File: config.mk
export PLATFORM = sky130hd
export DESIGN_NAME = pcm_dma_feeder_flat
export DESIGN_NICKNAME = d
export VERILOG_FILES = /design/src/rtl/pcm_pkg.sv /design/src/rtl/pcm_dma_feeder_if.sv /design/src/rtl/pcm_dma_pending.sv /design/src/rtl/pcm_dma_feeder.sv /design/src/flat_wrapper.sv
export SDC_FILE = /design/constraint.sdc
export NUM_CORES = 1
export LEC_CHECK = 0
export CAP_MARGIN = 20
export CORE_MARGIN = 2
export CORE_UTILIZATION = 56
export DETAILED_ROUTE_END_ITERATION = 8
export GPL_TIMING_DRIVEN = 0
export PLACE_DENSITY_LB_ADDON = 0.3
export SYNTH_ARGS = -nofsm -noshare
export SYNTH_HDL_FRONTEND = slang
export SYNTH_HIERARCHICAL = 1
export SYNTH_SLANG_ARGS = --single-unit
File: constraint.sdc
create_clock -name csi_clk -period 4.87 [get_ports csi_clk]
set_input_delay 0.487 -clock csi_clk [delete_from_list [all_inputs] [get_ports csi_clk]]
set_output_delay 0.487 -clock csi_clk [all_outputs]
set_load 0.05 [all_outputs]
File: src/rtl/pcm_pkg.sv
// rtl/pcm_pkg.sv - shared constants, FSM states and helpers for the PCM refill DMA
package pcm_pkg;

  localparam logic [1:0] REG_CONTROL = 2'd0;
  localparam logic [1:0] REG_ADDRESS = 2'd1;
  localparam logic [1:0] REG_LENGTH  = 2'd2;
  localparam logic [1:0] REG_REMAIN  = 2'd3;

  localparam int CTRL_START  = 0;
  localparam int CTRL_DONE   = 1;
  localparam int CTRL_LOOP   = 2;
  localparam int CTRL_IRQENA = 31;

  localparam int FIFO_REFILL_WORDS = 256;

  typedef enum logic [2:0] {
    ST_IDLE,
    ST_WAIT_SPACE,
    ST_ISSUE,
    ST_DRAIN,
    ST_FINISH,
    ST_ABORT
  } pcm_state_t;

  function automatic logic [8:0] blk_size(input logic [23:0] remain, input logic [8:0] block);
    return (remain > {15'b0, block}) ? block : remain[8:0];
  endfunction

endpackage

File: src/rtl/pcm_dma_feeder_if.sv
// rtl/pcm_dma_feeder_if.sv - register slave, read master and FIFO write port bundle
interface pcm_dma_feeder_if;

  logic [1:0]  avs_address;
  logic        avs_read;
  logic [31:0] avs_readdata;
  logic        avs_write;
  logic [31:0] avs_writedata;
  logic        ins_irq;

  logic [31:0] avm_address;
  logic        avm_read;
  logic        avm_waitrequest;
  logic [31:0] avm_readdata;
  logic        avm_readdatavalid;

  logic        coe_pcm_space;
  logic        coe_pcm_wrreq;
  logic [31:0] coe_pcm_wrdata;

  modport master (
    input  avs_address, avs_read, avs_write, avs_writedata,
    input  avm_waitrequest, avm_readdata, avm_readdatavalid, coe_pcm_space,
    output avs_readdata, ins_irq, avm_address, avm_read, coe_pcm_wrreq, coe_pcm_wrdata
  );

  modport slave (
    output avs_address, avs_read, avs_write, avs_writedata,
    output avm_waitrequest, avm_readdata, avm_readdatavalid, coe_pcm_space,
    input  avs_readdata, ins_irq, avm_address, avm_read, coe_pcm_wrreq, coe_pcm_wrdata
  );

endinterface

File: src/rtl/pcm_dma_pending.sv
// rtl/pcm_dma_pending.sv - outstanding read counter and next-cycle issue permit
module pcm_dma_pending
  import pcm_pkg::*;
#(
  parameter int MAX_PENDING = 8
) (
  input  logic csi_clk,
  input  logic csi_reset,
  input  logic accept,
  input  logic rdv,
  output logic ret_ok,
  output logic idle_next,
  output logic permit_next
);

  localparam logic [4:0] LIMIT = 5'(MAX_PENDING);

  logic [4:0] count;
  logic [4:0] count_next;

  // A return with nothing outstanding belongs to a burst cut off by reset.
  assign ret_ok = rdv && (count != 5'd0);

  always_comb begin
    count_next = count;
    if (accept && !ret_ok)
      count_next = count + 5'd1;
    else if (!accept && ret_ok)
      count_next = count - 5'd1;
  end

  assign idle_next   = (count_next == 5'd0);
  assign permit_next = (count_next < LIMIT);

  always_ff @(posedge csi_clk) begin
    if (csi_reset)
      count <= 5'd0;
    else
      count <= count_next;
  end

endmodule

File: src/rtl/pcm_dma_feeder.sv
// rtl/pcm_dma_feeder.sv - memory-to-PCM FIFO refill DMA; LOOP mode under PCM_DMA_FEEDER_LOOP_EN
module pcm_dma_feeder
  import pcm_pkg::*;
#(
  parameter int BLOCK_WORDS = 64,
  parameter int MAX_PENDING = 8
) (
  input  logic             csi_clk,
  input  logic             csi_reset,
  pcm_dma_feeder_if.master bus
);

  localparam int         BLK_CLAMP = (BLOCK_WORDS > FIFO_REFILL_WORDS) ? FIFO_REFILL_WORDS : BLOCK_WORDS;
  localparam logic [8:0] BLK       = BLK_CLAMP[8:0];

  pcm_state_t  state;
  logic        guard;
  logic        irqena, loop_q, done;
  logic [29:0] addr_reg, waddr;
  logic [23:0] len_reg, remain;
  logic [8:0]  blk, blk_next;
  logic        rd_q, wrreq_q;
  logic [31:0] wrdata_q, rdata;

  logic busy, ctrl_wr, start_req, abort_req, done_set;
  logic accept, ret_ok, idle_next, permit_next;

  assign busy      = (state != ST_IDLE);
  assign ctrl_wr   = bus.avs_write && (bus.avs_address == REG_CONTROL);
  assign start_req = ctrl_wr && bus.avs_writedata[CTRL_START] && !busy;
  assign abort_req = ctrl_wr && !bus.avs_writedata[CTRL_START] && busy;
  assign accept    = rd_q && !bus.avm_waitrequest;
  assign blk_next  = blk - {8'b0, accept};
  assign done_set  = ((state == ST_FINISH) && !abort_req) || (start_req && (len_reg == 24'd0));

  pcm_dma_pending #(.MAX_PENDING(MAX_PENDING)) u_pending (
    .csi_clk     (csi_clk),
    .csi_reset   (csi_reset),
    .accept      (accept),
    .rdv         (bus.avm_readdatavalid),
    .ret_ok      (ret_ok),
    .idle_next   (idle_next),
    .permit_next (permit_next)
  );

  always_ff @(posedge csi_clk) begin
    if (csi_reset) begin
      state  <= ST_IDLE;
      guard  <= 1'b0;
      waddr  <= 30'd0;
      remain <= 24'd0;
      blk    <= 9'd0;
      rd_q   <= 1'b0;
    end else if (abort_req) begin
      state <= ST_ABORT;
      rd_q  <= 1'b0;
      if (accept) begin
        waddr  <= waddr + 30'd1;
        remain <= remain - 24'd1;
      end
    end else begin
      unique case (state)
        ST_IDLE: begin
          if (start_req && (len_reg != 24'd0)) begin
            waddr  <= addr_reg;
            remain <= len_reg;
            guard  <= 1'b1;
            state  <= ST_WAIT_SPACE;
          end
        end
        ST_WAIT_SPACE: begin
          // space is blind during the entry edge and the first cycle here
          guard <= 1'b0;
          if (!guard && bus.coe_pcm_space) begin
            blk   <= blk_size(remain, BLK);
            rd_q  <= permit_next;
            state <= ST_ISSUE;
          end
        end
        ST_ISSUE: begin
          if (accept) begin
            waddr  <= waddr + 30'd1;
            remain <= remain - 24'd1;
          end
          blk <= blk_next;
          if (blk_next == 9'd0) begin
            rd_q  <= 1'b0;
            state <= ST_DRAIN;
          end else if (!(rd_q && bus.avm_waitrequest)) begin
            rd_q <= permit_next;
          end
        end
        ST_DRAIN: begin
          if (idle_next) begin
            if (remain != 24'd0) begin
              guard <= 1'b1;
              state <= ST_WAIT_SPACE;
            end else begin
              state <= ST_FINISH;
            end
          end
        end
        ST_FINISH: begin
`ifdef PCM_DMA_FEEDER_LOOP_EN
          if (loop_q) begin
            waddr  <= addr_reg;
            remain <= len_reg;
            guard  <= 1'b1;
            state  <= ST_WAIT_SPACE;
          end else begin
            state <= ST_IDLE;
          end
`else
          state <= ST_IDLE;
`endif
        end
        ST_ABORT: begin
          if (idle_next)
            state <= ST_IDLE;
        end
        default: state <= ST_IDLE;
      endcase
    end
  end

  always_ff @(posedge csi_clk) begin
    if (csi_reset) begin
      irqena   <= 1'b0;
      done     <= 1'b0;
      addr_reg <= 30'd0;
      len_reg  <= 24'd0;
    end else begin
      if (ctrl_wr)
        irqena <= bus.avs_writedata[CTRL_IRQENA];
      if (bus.avs_write && !busy && (bus.avs_address == REG_ADDRESS))
        addr_reg <= bus.avs_writedata[31:2];
      if (bus.avs_write && !busy && (bus.avs_address == REG_LENGTH))
        len_reg <= bus.avs_writedata[23:0];
      if (done_set)
        done <= 1'b1;
      else if (ctrl_wr && bus.avs_writedata[CTRL_DONE])
        done <= 1'b0;
    end
  end

`ifdef PCM_DMA_FEEDER_LOOP_EN
  always_ff @(posedge csi_clk) begin
    if (csi_reset)
      loop_q <= 1'b0;
    else if (ctrl_wr)
      loop_q <= bus.avs_writedata[CTRL_LOOP];
  end
`else
  assign loop_q = 1'b0;
`endif

  always_ff @(posedge csi_clk) begin
    if (csi_reset) begin
      wrreq_q  <= 1'b0;
      wrdata_q <= 32'd0;
    end else begin
      wrreq_q <= ret_ok;
      if (ret_ok)
        wrdata_q <= bus.avm_readdata;
    end
  end

  always_comb begin
    rdata = 32'd0;
    if (bus.avs_read) begin
      case (bus.avs_address)
        REG_CONTROL: rdata = {irqena, 28'd0, loop_q, done, busy};
        REG_ADDRESS: rdata = {addr_reg, 2'b00};
        REG_LENGTH:  rdata = {8'd0, len_reg};
        default:     rdata = {8'd0, remain};
      endcase
    end
  end

  assign bus.avs_readdata   = rdata;
  assign bus.ins_irq        = done && irqena;
  assign bus.avm_address    = {waddr, 2'b00};
  assign bus.avm_read       = rd_q;
  assign bus.coe_pcm_wrreq  = wrreq_q;
  assign bus.coe_pcm_wrdata = wrdata_q;

endmodule

File: src/flat_wrapper.sv
// flat-port wrapper written by rule: the top's interface ports become plain ports
module pcm_dma_feeder_flat import pcm_pkg::*;
#(
  parameter int BLOCK_WORDS = 64,
  parameter int MAX_PENDING = 8
)
  (csi_clk, csi_reset, bus_avs_address, bus_avs_read, bus_avs_write, bus_avs_writedata, bus_avm_waitrequest, bus_avm_readdata, bus_avm_readdatavalid, bus_coe_pcm_space, bus_avs_readdata, bus_ins_irq, bus_avm_address, bus_avm_read, bus_coe_pcm_wrreq, bus_coe_pcm_wrdata);
  pcm_dma_feeder_if bus_i ();
  input  logic csi_clk;
  input  logic csi_reset;
  input wire logic [$bits(bus_i.avs_address)-1:0] bus_avs_address;
  input wire logic [$bits(bus_i.avs_read)-1:0] bus_avs_read;
  input wire logic [$bits(bus_i.avs_write)-1:0] bus_avs_write;
  input wire logic [$bits(bus_i.avs_writedata)-1:0] bus_avs_writedata;
  input wire logic [$bits(bus_i.avm_waitrequest)-1:0] bus_avm_waitrequest;
  input wire logic [$bits(bus_i.avm_readdata)-1:0] bus_avm_readdata;
  input wire logic [$bits(bus_i.avm_readdatavalid)-1:0] bus_avm_readdatavalid;
  input wire logic [$bits(bus_i.coe_pcm_space)-1:0] bus_coe_pcm_space;
  output wire logic [$bits(bus_i.avs_readdata)-1:0] bus_avs_readdata;
  output wire logic [$bits(bus_i.ins_irq)-1:0] bus_ins_irq;
  output wire logic [$bits(bus_i.avm_address)-1:0] bus_avm_address;
  output wire logic [$bits(bus_i.avm_read)-1:0] bus_avm_read;
  output wire logic [$bits(bus_i.coe_pcm_wrreq)-1:0] bus_coe_pcm_wrreq;
  output wire logic [$bits(bus_i.coe_pcm_wrdata)-1:0] bus_coe_pcm_wrdata;
  assign bus_i.avs_address = bus_avs_address;
  assign bus_i.avs_read = bus_avs_read;
  assign bus_i.avs_write = bus_avs_write;
  assign bus_i.avs_writedata = bus_avs_writedata;
  assign bus_i.avm_waitrequest = bus_avm_waitrequest;
  assign bus_i.avm_readdata = bus_avm_readdata;
  assign bus_i.avm_readdatavalid = bus_avm_readdatavalid;
  assign bus_i.coe_pcm_space = bus_coe_pcm_space;
  assign bus_avs_readdata = bus_i.avs_readdata;
  assign bus_ins_irq = bus_i.ins_irq;
  assign bus_avm_address = bus_i.avm_address;
  assign bus_avm_read = bus_i.avm_read;
  assign bus_coe_pcm_wrreq = bus_i.coe_pcm_wrreq;
  assign bus_coe_pcm_wrdata = bus_i.coe_pcm_wrdata;
  pcm_dma_feeder #(.BLOCK_WORDS(BLOCK_WORDS), .MAX_PENDING(MAX_PENDING)) u_core (.csi_clk(csi_clk), .csi_reset(csi_reset), .bus(bus_i));
endmodule
==> results of run 1 <==
==> logic make-up after synthesis <==
logic type      share of synthesized area
compound gates                      0.213
xor+xnor                           0.0181
fa+ha+maj                          0.0101
buf+inv                            0.0472
flops                               0.375
mux                                0.0731
other cells                      0.000434
simple gates                        0.264
==> through the flow <==
step                setup WS (ns)  total power [mW]  instance area [um^2]
global placement            0.878              6.20                 10600
CTS                         0.720              7.75                 11200
global route                0.484              8.24                 11200
finish                      0.593              7.93                 11200
floorplan                    1.74              4.88                  8650
detailed placement          0.798              6.28                 10600
==> power groups by stage <==
stage | combinational (mW) | sequential (mW) | clock, mW
floorplan | 2.38 | 2.50 | 0
global placement | 4.17 | 2.03 | 0
detailed placement | 4.24 | 2.04 | 0
CTS | 4.29 | 2.02 | 1.45
global route | 4.66 | 2.07 | 1.51
finish | 4.45 | 2.04 | 1.44
==> worst max-delay path: stages, from the launching register on <==
cell and delay [ns]:
dfxtp_1 0.31, clkbuf_1 0.32, or3_1 0.17, clkbuf_1 0.23, clkbuf_1 0.53, clkbuf_1 0.58
a22oi_1 0.14, nor2b_1 0.23, clkdlybuf4s50_1 0.85
==> placed cells by master, fill, tap and decap left out, drive strengths merged, types with 6 or more instances in the layout <==
cell           count
a211oi            23
a21oi            120
a221oi             8
a22oi             27
a31oi              7
and3              13
buf               19
clkbuf            84
clkdlybuf4s50    169
dfxtp            162
ha                 7
inv               19
mux2              25
mux2i             35
nand2            176
nand2b             7
nand3             26
nand4             13
nor2              95
nor2b             31
nor3              29
nor3b              8
nor4              16
o21ai             60
o221ai             7
o22ai             12
o31ai              7
or3               10
or4                6
xnor2             10
xor2               7
==> per-layer routing <==
layer  wire [um]  up-vias
met5           0        -
met4        1770        0
met3        3800      147
met2       13800      686
met1       11800     4414
li1            -     4339
==> final cells by class <==
type,instances,area (um^2)
inverters,16,60.1
fillers,1191,3930
plain buffers,83,348
well taps,188,235
multi-input cells,845,5000
clock inverters,12,178
repair buffers,169,1690
clock buffers,20,457
flip-flops and latches,162,3240
==> how the worst min path moves through the flow <==
stage                                           from                                to  slack, ns  cells after the start
floorplan           u_core/addr_reg[22]$_SDFFE_PP0P_  u_core/addr_reg[22]$_SDFFE_PP0P_       0.44                      2
global placement    u_core/addr_reg[22]$_SDFFE_PP0P_  u_core/addr_reg[22]$_SDFFE_PP0P_       0.45                      2
detailed placement  u_core/addr_reg[25]$_SDFFE_PP0P_  u_core/addr_reg[25]$_SDFFE_PP0P_       0.46                      2
CTS                 u_core/addr_reg[25]$_SDFFE_PP0P_  u_core/addr_reg[25]$_SDFFE_PP0P_       0.47                      2
global route        u_core/addr_reg[25]$_SDFFE_PP0P_  u_core/addr_reg[25]$_SDFFE_PP0P_       0.49                      2
finish              u_core/addr_reg[25]$_SDFFE_PP0P_  u_core/addr_reg[25]$_SDFFE_PP0P_       0.46                      2
==> impl_metrics.env, run 1 <==
export IMPL_finalHoldViolCount=0
export IMPL_cts_max_level=4
export IMPL_async_reset_ff_frac=0
export IMPL_synthCells=1105
export IMPL_fin_skew_ns=0.00925
export IMPL_wl_per_cell_um=20.9
export IMPL_final_max_slew_viol_count=0
export IMPL_drt_iter0_drc=1383
export IMPL_crit_fanout=10
export IMPL_grt_max_degree=17
export IMPL_worst_skew_pair_late_latency_ns=0.43
export IMPL_cts_root_buf="clkbuf_16"
export IMPL_synth_commonest_cells="nand2_1 (176), dfxtp_1 (162), a21oi_1 (118)"
export IMPL_avgViaCountPerCell=6.41
export IMPL_synthDistinctLibCells=75
export IMPL_reg2reg_to="u_core/state[0]$_SDFFE_PP0P_"
export IMPL_synth_top_area_share=0.375
export IMPL_rsz0062_at_grt="no"
export IMPL_timing_rr_start="u_core/bus.avm_read$_SDFFE_PP0P_"
export IMPL_worstSetupPathType="flop to output pin"
export IMPL_worstSetupEndpointType="output pin"
export IMPL_synth_seq_cells=162
export IMPL_drc_errors=0
export IMPL_final_cells=1495
export IMPL_fp_dieW_um=128
export IMPL_core_area_um2=15100
export IMPL_synth_area_leader_cell="dfxtp_1"
export IMPL_crit_path_start="u_core/state[2]$_SDFFE_PP0P_"
export IMPL_dp_cells=1463
export IMPL_nets=1374
export IMPL_ys_warn_count=6
export IMPL_grt_pass1_vias=8900
export IMPL_r2r_slack_ns=1.34
export IMPL_status="completed"
export IMPL_cts_tree="done"
export IMPL_swShare=0.500
export IMPL_clkSinkCount=162
export IMPL_track_usage=0.375
export IMPL_hold_buffers=0
export IMPL_ctsLongestPathBuffers=2
export IMPL_seq_area_frac_synth=0.375
export IMPL_timing_fmax_ghz=0.234
export IMPL_routed_wl_um=31200
export IMPL_setup_tns_ns=0
export IMPL_p_int_mw=3.97
export IMPL_cts_made_buffers=17
export IMPL_syn_avg_cell_area_um2=7.83
export IMPL_dieHeight_um=128
export IMPL_top_usage_layer="met2"
export IMPL_port_buffers=169
export IMPL_grt_first_pass_wirelength_um=47800
export IMPL_clk_pin_slew_ns=0.07
export IMPL_max_slew_worst_pin_slew_ns=0.882
export IMPL_fin_hold_ws_ns=0.464
export IMPL_hold_class="flop to flop"
export IMPL_drive_above_1_share=0.0673
export IMPL_grt_use_met3=0.104
export IMPL_comb_power_share=0.561
export IMPL_p_clk_frac=0.182
export IMPL_route_vias_total=9586
export IMPL_ant_nets=0
export IMPL_setup_viol=0
export IMPL_ir_drop_mv=0.471
export IMPL_grt_overflow=0
export IMPL_largest_register_ffs=32
export IMPL_netlist_area_um2=8650
export IMPL_yosysMostFrequentCell="nand2_1"
export IMPL_p_sw_mw=3.96
export IMPL_dieArea_um2=16500
export IMPL_leakage_nw=3.82
export IMPL_synth_area_leaders="dfxtp_1 (37%), nand2_1 (7.6%), a21oi_1 (6.8%)"
export IMPL_cts_resized=0
export IMPL_final_core_util=0.740
export IMPL_power_density_nw_per_um2=707
export IMPL_synthFlopType="dfxtp_1"
export IMPL_min_period_ns=4.28
export IMPL_cp_arrival_ns=3.79
export IMPL_rows=45
export IMPL_cp_start_kind="flop"
export IMPL_drt_pass1_iterations=6
export IMPL_crit_path_end="bus_avs_readdata[0]"
export IMPL_place_gp_congestion=1.02
export IMPL_drv_cap=0
export IMPL_antennaDiodeCount=0
export IMPL_use_met1=0.482
export IMPL_grt_antenna_before_repair=0
export IMPL_pwr_share_seq=0.257
export IMPL_synth_edf_count=0
export IMPL_postCtsSetupBuffers=0
export IMPL_relSlewSlack=0.412
export IMPL_num_io_pins=172
export IMPL_rr_worst_depth=14
export IMPL_area_growth_pct=29.7
export IMPL_grt_util_met2=0.565
export IMPL_period_share=0.878
export IMPL_worstPathRequired_ns=4.38
export IMPL_hpwl_um=22400
export IMPL_initial_utilization=0.571
No activity file was read; power rests on OpenSTA's default activity.
==> run 2, diff against run 1 <==
SYNTH_HIERARCHICAL = not set   (was 1)
==> impl_metrics.env, run 2 <==
export IMPL_synthDistinctLibCells=68
export IMPL_worstSetupEndpointType="flop"
export IMPL_track_usage=0.371
export IMPL_place_gp_congestion=1.03
export IMPL_netlist_area_um2=8470
export IMPL_min_period_ns=4.17
export IMPL_rows=44
export IMPL_synth_area_leader_cell="dfxtp_1"
export IMPL_grt_overflow=0
export IMPL_synth_commonest_cells="nand2_1 (257), dfxtp_1 (162), a21oi_1 (150)"
export IMPL_placed_area_um2=10400
export IMPL_hpwl_um=22400
export IMPL_power_density_nw_per_um2=357
export IMPL_synth_mux_area_frac=0.0340
export IMPL_fp_dieW_um=127
export IMPL_core_area_um2=14600
export IMPL_fillCellCount=1161
export IMPL_crit_fanout=11
export IMPL_drv_cap=0
export IMPL_dieHeight_um=127
export IMPL_synthFlopType="dfxtp_1"
export IMPL_clkSinkCount=162
export IMPL_cts_resized=0
export IMPL_fin_hold_ws_ns=0.454
export IMPL_area_growth_pct=29.0
export IMPL_final_common_cell="nand2_1"
export IMPL_synth_compound_area_share=0.233
export IMPL_critPathMaxStageDelay_ns=0.61
export IMPL_synth_edf_count=0
export IMPL_synth_simple_area_share=0.288
export IMPL_avgViaCountPerCell=6.38
export IMPL_drt_iter0_drc=1486
export IMPL_cts_tree="done"
export IMPL_synth_top_area_share=0.383
export IMPL_p_total_mw=3.91
export IMPL_routed_wl_um=31000
export IMPL_max_slew_worst_pin_slew_ns=1.18
export IMPL_setup_viol=0
export IMPL_route_vias_total=9712
export IMPL_worstPathRequired_ns=5.25
export IMPL_cp_arrival_ns=4.55
export IMPL_cts_made_buffers=17
export IMPL_dieArea_um2=16100
export IMPL_antennaDiodeCount=0
export IMPL_rsz0062_at_grt="no"
export IMPL_slowest_stage="clkdlybuf4s50_1"
export IMPL_worst_skew_pair_late_latency_ns=0.44
export IMPL_ant_nets=0
export IMPL_status="completed"
export IMPL_worstSetupPathType="input pin to flop"
export IMPL_hold_class="flop to flop"
export IMPL_design_area_um2=10900
export IMPL_cts_root_buf="clkbuf_16"
export IMPL_ctsLongestPathBuffers=2
export IMPL_clk_pin_slew_ns=0.07
export IMPL_fin_skew_ns=0.00829
export IMPL_synth_fa_ha_area_frac=0.0103
export IMPL_synth_seq_cells=162
export IMPL_setup_tns_ns=0
export IMPL_grt_pass1_vias=8645
export IMPL_num_io_pins=172
export IMPL_port_buffers=166
export IMPL_final_max_slew_viol_count=0
export IMPL_wl_per_cell_um=20.3
export IMPL_synth_area_leaders="dfxtp_1 (38%), nand2_1 (11%), a21oi_1 (8.9%)"
export IMPL_cp_cell_sequence="clkdlybuf4s50_1 > nand2b_1 > clkbuf_1 > clkinv_1 > clkbuf_1 > ha_1 > ha_1 > xor2_1 > nor4_1 > a21oi_1 > o311ai_0 > a22o_1"
export IMPL_timing_fmax_ghz=0.240
export IMPL_grt_first_pass_wirelength_um=46800
export IMPL_finalHoldViolCount=0
export IMPL_period_share=0.855
export IMPL_drive_above_1_share=0.0650
export IMPL_synthCells=1139
export IMPL_grt_antenna_before_repair=0
export IMPL_yosysMostFrequentCell="nand2_1"
export IMPL_cp_start_kind="input pin"
export IMPL_async_reset_ff_frac=0
export IMPL_nets=1406
export IMPL_postCtsSetupBuffers=0
export IMPL_initial_utilization=0.578
export IMPL_dp_cells=1490
export IMPL_hold_buffers=0
export IMPL_largest_register_ffs=32
export IMPL_cts_max_level=4
export IMPL_syn_avg_cell_area_um2=7.43
export IMPL_leakage_nw=3.64
export IMPL_ys_warn_count=0
export IMPL_drt_pass1_iterations=6
export IMPL_grt_max_degree=17
export IMPL_synth_top_family_by_area="simple AND/OR/NAND/NOR gates"
export IMPL_ir_drop_mv=0.287
export IMPL_drc_errors=0
export IMPL_final_cells=1523
export IMPL_final_cell_mix="nand2_1 (257), clkdlybuf4s50_1 (166), dfxtp_1 (162)"
export IMPL_synth_xor_area_frac=0.00517
export IMPL_relSlewSlack=0.208
export IMPL_seq_area_frac_synth=0.383
[run 2: worst paths after layout]
path,from,to,slack [ns],cells after the start
max,bus_avm_waitrequest,u_core.state[0]$_SDFFE_PP0P_,0.70,12
min,u_core.bus.coe_pcm_wrdata[25]$_SDFFE_PP0P_,u_core.bus.coe_pcm_wrdata[25]$_SDFFE_PP0P_,0.45,2
max reg2reg,u_core.bus.avm_read$_SDFFE_PP0P_,u_core.state[0]$_SDFFE_PP0P_,1.02,11
min reg2reg,u_core.bus.coe_pcm_wrdata[25]$_SDFFE_PP0P_,u_core.bus.coe_pcm_wrdata[25]$_SDFFE_PP0P_,0.45,2
[run 2: logic make-up (layout without fill, tap and decap cells)]
kind of cell	count (synthesis)	count (layout)
buf+inv	100	299
compound gates	325	325
flops	162	162
simple gates	513	513
other cells	1	2
fa+ha+maj	7	7
xor+xnor	5	5
mux	26	26
[run 2: cell type report]
type / count / area [um^2] / area share
multi-input combinational: 878 / 4830 / 0.442
inverter: 16 / 60.1 / 0.00550
tap: 184 / 230 / 0.0211
timing repair buffer: 167 / 1670 / 0.153
clock buffer: 19 / 453 / 0.0414
clock inverter: 13 / 104 / 0.00950
buffer: 84 / 337 / 0.0308
sequential: 162 / 3240 / 0.297
[run 2: worst max-delay path: cells and delay by family]
family | cells | cell delay [ns]
compound gates | 3 | 0.70
buf+inv | 4 | 2.10
xor+xnor | 1 | 0.16
simple gates | 2 | 0.55
fa+ha+maj | 2 | 0.55
[run 2: metrics by stage]
step,utilization,setup WS [ns]
floorplan,-,2.00
global placement,0.708,0.553
detailed placement,0.708,0.480
CTS,0.746,0.899
global route,0.746,0.570
finish,0.746,0.705
[run 2: power by group]
part | switching, mW | total, mW | internal (mW)
Combinational | 0.734 | 1.11 | 0.374
Sequential | 0.0907 | 1.52 | 1.43
Clock | 0.593 | 1.28 | 0.684
[run 2: layer usage]
metal	global-route usage	share of wire	up-vias
met2	0.551	0.43	722
met4	0.169	0.047	0
li1	-	-	4418
met3	0.113	0.13	122
met1	0.497	0.39	4450
met5	0	0	-
==> run 3, diff against run 2 <==
ABC_AREA = 1   (was not set)
CORE_UTILIZATION = 35   (was 56)
SKIP_LAST_GASP = 1   (was not set)
==> impl_metrics.env, run 3 <==
export IMPL_critical_path_top_delay_family="buffers and inverters"
export IMPL_timing_fmax_ghz=0.244
export IMPL_synthFlopType="dfxtp_1"
export IMPL_wl_per_cell_um=18.8
export IMPL_dieHeight_um=162
export IMPL_register_area_um2=3240
export IMPL_synth_seq_cells=162
export IMPL_cts_made_buffers=17
export IMPL_design_area_um2=11500
export IMPL_slowest_stage="clkdlybuf4s50_1"
export IMPL_crit_path_end="bus_avs_readdata[3]"
export IMPL_cp_depth=9
export IMPL_antennaDiodeCount=0
export IMPL_rr_worst_depth=9
export IMPL_final_cells=1842
export IMPL_cp_cell_sequence="clkdlybuf4s50_1 > inv_1 > nor2_1 > inv_2 > clkbuf_1 > nor2_1 > o21ai_0 > inv_1 > clkdlybuf4s50_1"
export IMPL_hold_class="flop to flop"
export IMPL_cts_max_level=4
export IMPL_core_area_um2=24500
export IMPL_ant_nets=0
export IMPL_clkSinkCount=162
export IMPL_synth_area_leader_cell="dfxtp_1"
export IMPL_largest_register_ffs=32
export IMPL_reg2reg_to="u_core.remain[0]$_SDFFE_PP0P_"
export IMPL_status="completed"
export IMPL_worst_skew_pair_late_latency_ns=0.45
export IMPL_initial_utilization=0.359
export IMPL_rsz0062_at_grt="no"
export IMPL_ctsLongestPathBuffers=2
export IMPL_netlist_area_um2=8780
export IMPL_postCtsSetupBuffers=0
export IMPL_p_clk_frac=0.200
export IMPL_cp_arrival_ns=3.62
export IMPL_final_cell_mix="nor2_1 (213), nand2_1 (178), o21ai_0 (176)"
export IMPL_nets=1585
export IMPL_placed_area_um2=10900
export IMPL_dp_cells=1810
export IMPL_final_common_cell="nor2_1"
export IMPL_seq_area_frac_synth=0.369
export IMPL_ys_warn_count=0
export IMPL_num_io_pins=172
export IMPL_drive_above_1_share=0.0626
export IMPL_final_max_slew_viol_count=0
export IMPL_rows=57
export IMPL_grt_overflow=0
export IMPL_async_reset_ff_frac=0
export IMPL_worstSetupEndpointType="output pin"
export IMPL_relSlewSlack=0.424
export IMPL_p_int_mw=3.54
export IMPL_pwr_share_seq=0.279
export IMPL_grt_antenna_before_repair=0
export IMPL_multiInputGateArea_um2=4570
export IMPL_syn_avg_cell_area_um2=6.66
export IMPL_place_gp_congestion=1.00
export IMPL_yosysMostFrequentCell="nor2_1"
export IMPL_synth_edf_count=0
export IMPL_power_density_nw_per_um2=621
export IMPL_use_met1=0.328
export IMPL_clk_pin_slew_ns=0.07
export IMPL_hold_buffers=0
export IMPL_ir_drop_mv=0.339
export IMPL_track_usage=0.260
export IMPL_hpwl_um=25900
export IMPL_area_growth_pct=30.6
export IMPL_cp_start_kind="input pin"
export IMPL_cts_tree="done"
export IMPL_fin_hold_ws_ns=0.482
export IMPL_avgViaCountPerCell=5.28
export IMPL_leakage_nw=4.62
export IMPL_drt_iter0_drc=1004
export IMPL_comb_power_share=0.521
export IMPL_crit_path_start="bus_avs_address[0]"
export IMPL_path_buf_inv=6
export IMPL_swShare=0.503
export IMPL_min_period_ns=4.11
export IMPL_fillCellCount=2532
export IMPL_cts_root_buf="clkbuf_16"
export IMPL_synthDistinctLibCells=41
export IMPL_grt_use_met3=0.0458
export IMPL_finalHoldViolCount=0
export IMPL_port_buffers=167
export IMPL_grt_max_degree=19
export IMPL_setup_viol=0
export IMPL_worstPathRequired_ns=4.38
export IMPL_worstSetupPathType="input pin to output pin"
export IMPL_synth_top_area_share=0.369
export IMPL_critPathMaxStageDelay_ns=0.81
export IMPL_synthCells=1318
export IMPL_p_total_mw=7.13
export IMPL_cts_resized=0
export IMPL_top_usage_layer="met2"
export IMPL_max_slew_worst_pin_slew_ns=0.864
export IMPL_period_share=0.843
export IMPL_drc_errors=0
export IMPL_setup_tns_ns=0
export IMPL_timing_rr_start="u_core.state[0]$_SDFFE_PP0P_"
export IMPL_grt_pass1_vias=9130
export IMPL_synth_area_leaders="dfxtp_1 (37%), o21ai_0 (10%), nor2_1 (9.1%)"
export IMPL_route_vias_total=9717
export IMPL_drv_cap=0
export IMPL_fp_dieW_um=162
export IMPL_synth_commonest_cells="nor2_1 (213), nand2_1 (178), o21ai_0 (176)"
export IMPL_dieArea_um2=26400
export IMPL_fin_skew_ns=0.0115
export IMPL_r2r_slack_ns=2.37
export IMPL_routed_wl_um=34600
export IMPL_grt_first_pass_wirelength_um=52000
export IMPL_p_sw_mw=3.58
export IMPL_crit_fanout=10
export IMPL_drt_pass1_iterations=6
export IMPL_grt_util_met2=0.428
## run 3: cell count changes after synthesis, moves of 31 or more
cell,delta
a21oi_1,-31
o21ai_0,+120
nor2_1,+144
inv_1,+143
nand2_1,-79
## run 3: layout make-up
| cell class | instances | share of cell area |
|---|---|---|
| clock buffers | 17 | 0.0371 |
| clock inverters | 15 | 0.0158 |
| repair buffers | 167 | 0.146 |
| plain buffers | 72 | 0.0295 |
| inverters | 168 | 0.0550 |
| well taps | 324 | 0.0353 |
| flip-flops and latches | 162 | 0.283 |
| multi-input cells | 917 | 0.399 |
## run 3: per-layer routing
layer  part of all wire  routed length (um)
met5                  0                   0
met4              0.051                1770
met3              0.074                2580
met2               0.46               15900
met1               0.42               14400
## run 3: through the flow
stage,util,setup slack [ns]
after floorplan,-,2.24
after global placement,0.444,0.883
after detailed placement,0.444,0.891
after CTS,0.469,0.880
after global routing,0.469,0.670
final,0.469,0.765
## run 3: power groups by stage
stage	clock [mW]	sequential (mW)	combinational (mW)
CTS	1.43	1.98	3.67
floorplan	0	2.52	1.90
finish	1.43	1.99	3.71
global placement	0	2.00	3.63
detailed placement	0	2.01	3.65
global route	1.48	2.03	3.99
## run 3: how the worst min path moves through the flow
stage                                                          start                                    endpoint  slack (ns)  cells past startpoint
final                     u_core.bus.coe_pcm_wrdata[27]$_SDFFE_PP0P_  u_core.bus.coe_pcm_wrdata[27]$_SDFFE_PP0P_        0.48                      2
after global routing       u_core.bus.coe_pcm_wrdata[2]$_SDFFE_PP0P_   u_core.bus.coe_pcm_wrdata[2]$_SDFFE_PP0P_        0.50                      2
after CTS                           u_core.addr_reg[26]$_SDFFE_PP0P_            u_core.addr_reg[26]$_SDFFE_PP0P_        0.48                      2
after detailed placement   u_core.bus.coe_pcm_wrdata[8]$_SDFFE_PP0P_   u_core.bus.coe_pcm_wrdata[8]$_SDFFE_PP0P_        0.47                      2
after global placement    u_core.bus.coe_pcm_wrdata[14]$_SDFFE_PP0P_  u_core.bus.coe_pcm_wrdata[14]$_SDFFE_PP0P_        0.46                      2
after floorplan                     u_core.addr_reg[14]$_SDFFE_PP0P_            u_core.addr_reg[14]$_SDFFE_PP0P_        0.44                      2
## run 3: cells by family after synthesis
kind of cell / Yosys count / share of synthesized area
other cells: 1 / 0.000427
flops: 162 / 0.369
xor+xnor: 36 / 0.0359
simple gates: 505 / 0.244
fa+ha+maj: 7 / 0.00997
buf+inv: 240 / 0.110
compound gates: 367 / 0.230
## run 3: tightest hold or removal path, cell delays in order, from the launching register on
cell and delay, ns:
dfxtp_1 0.33, nor2_1 0.05, nor2_1 0.08
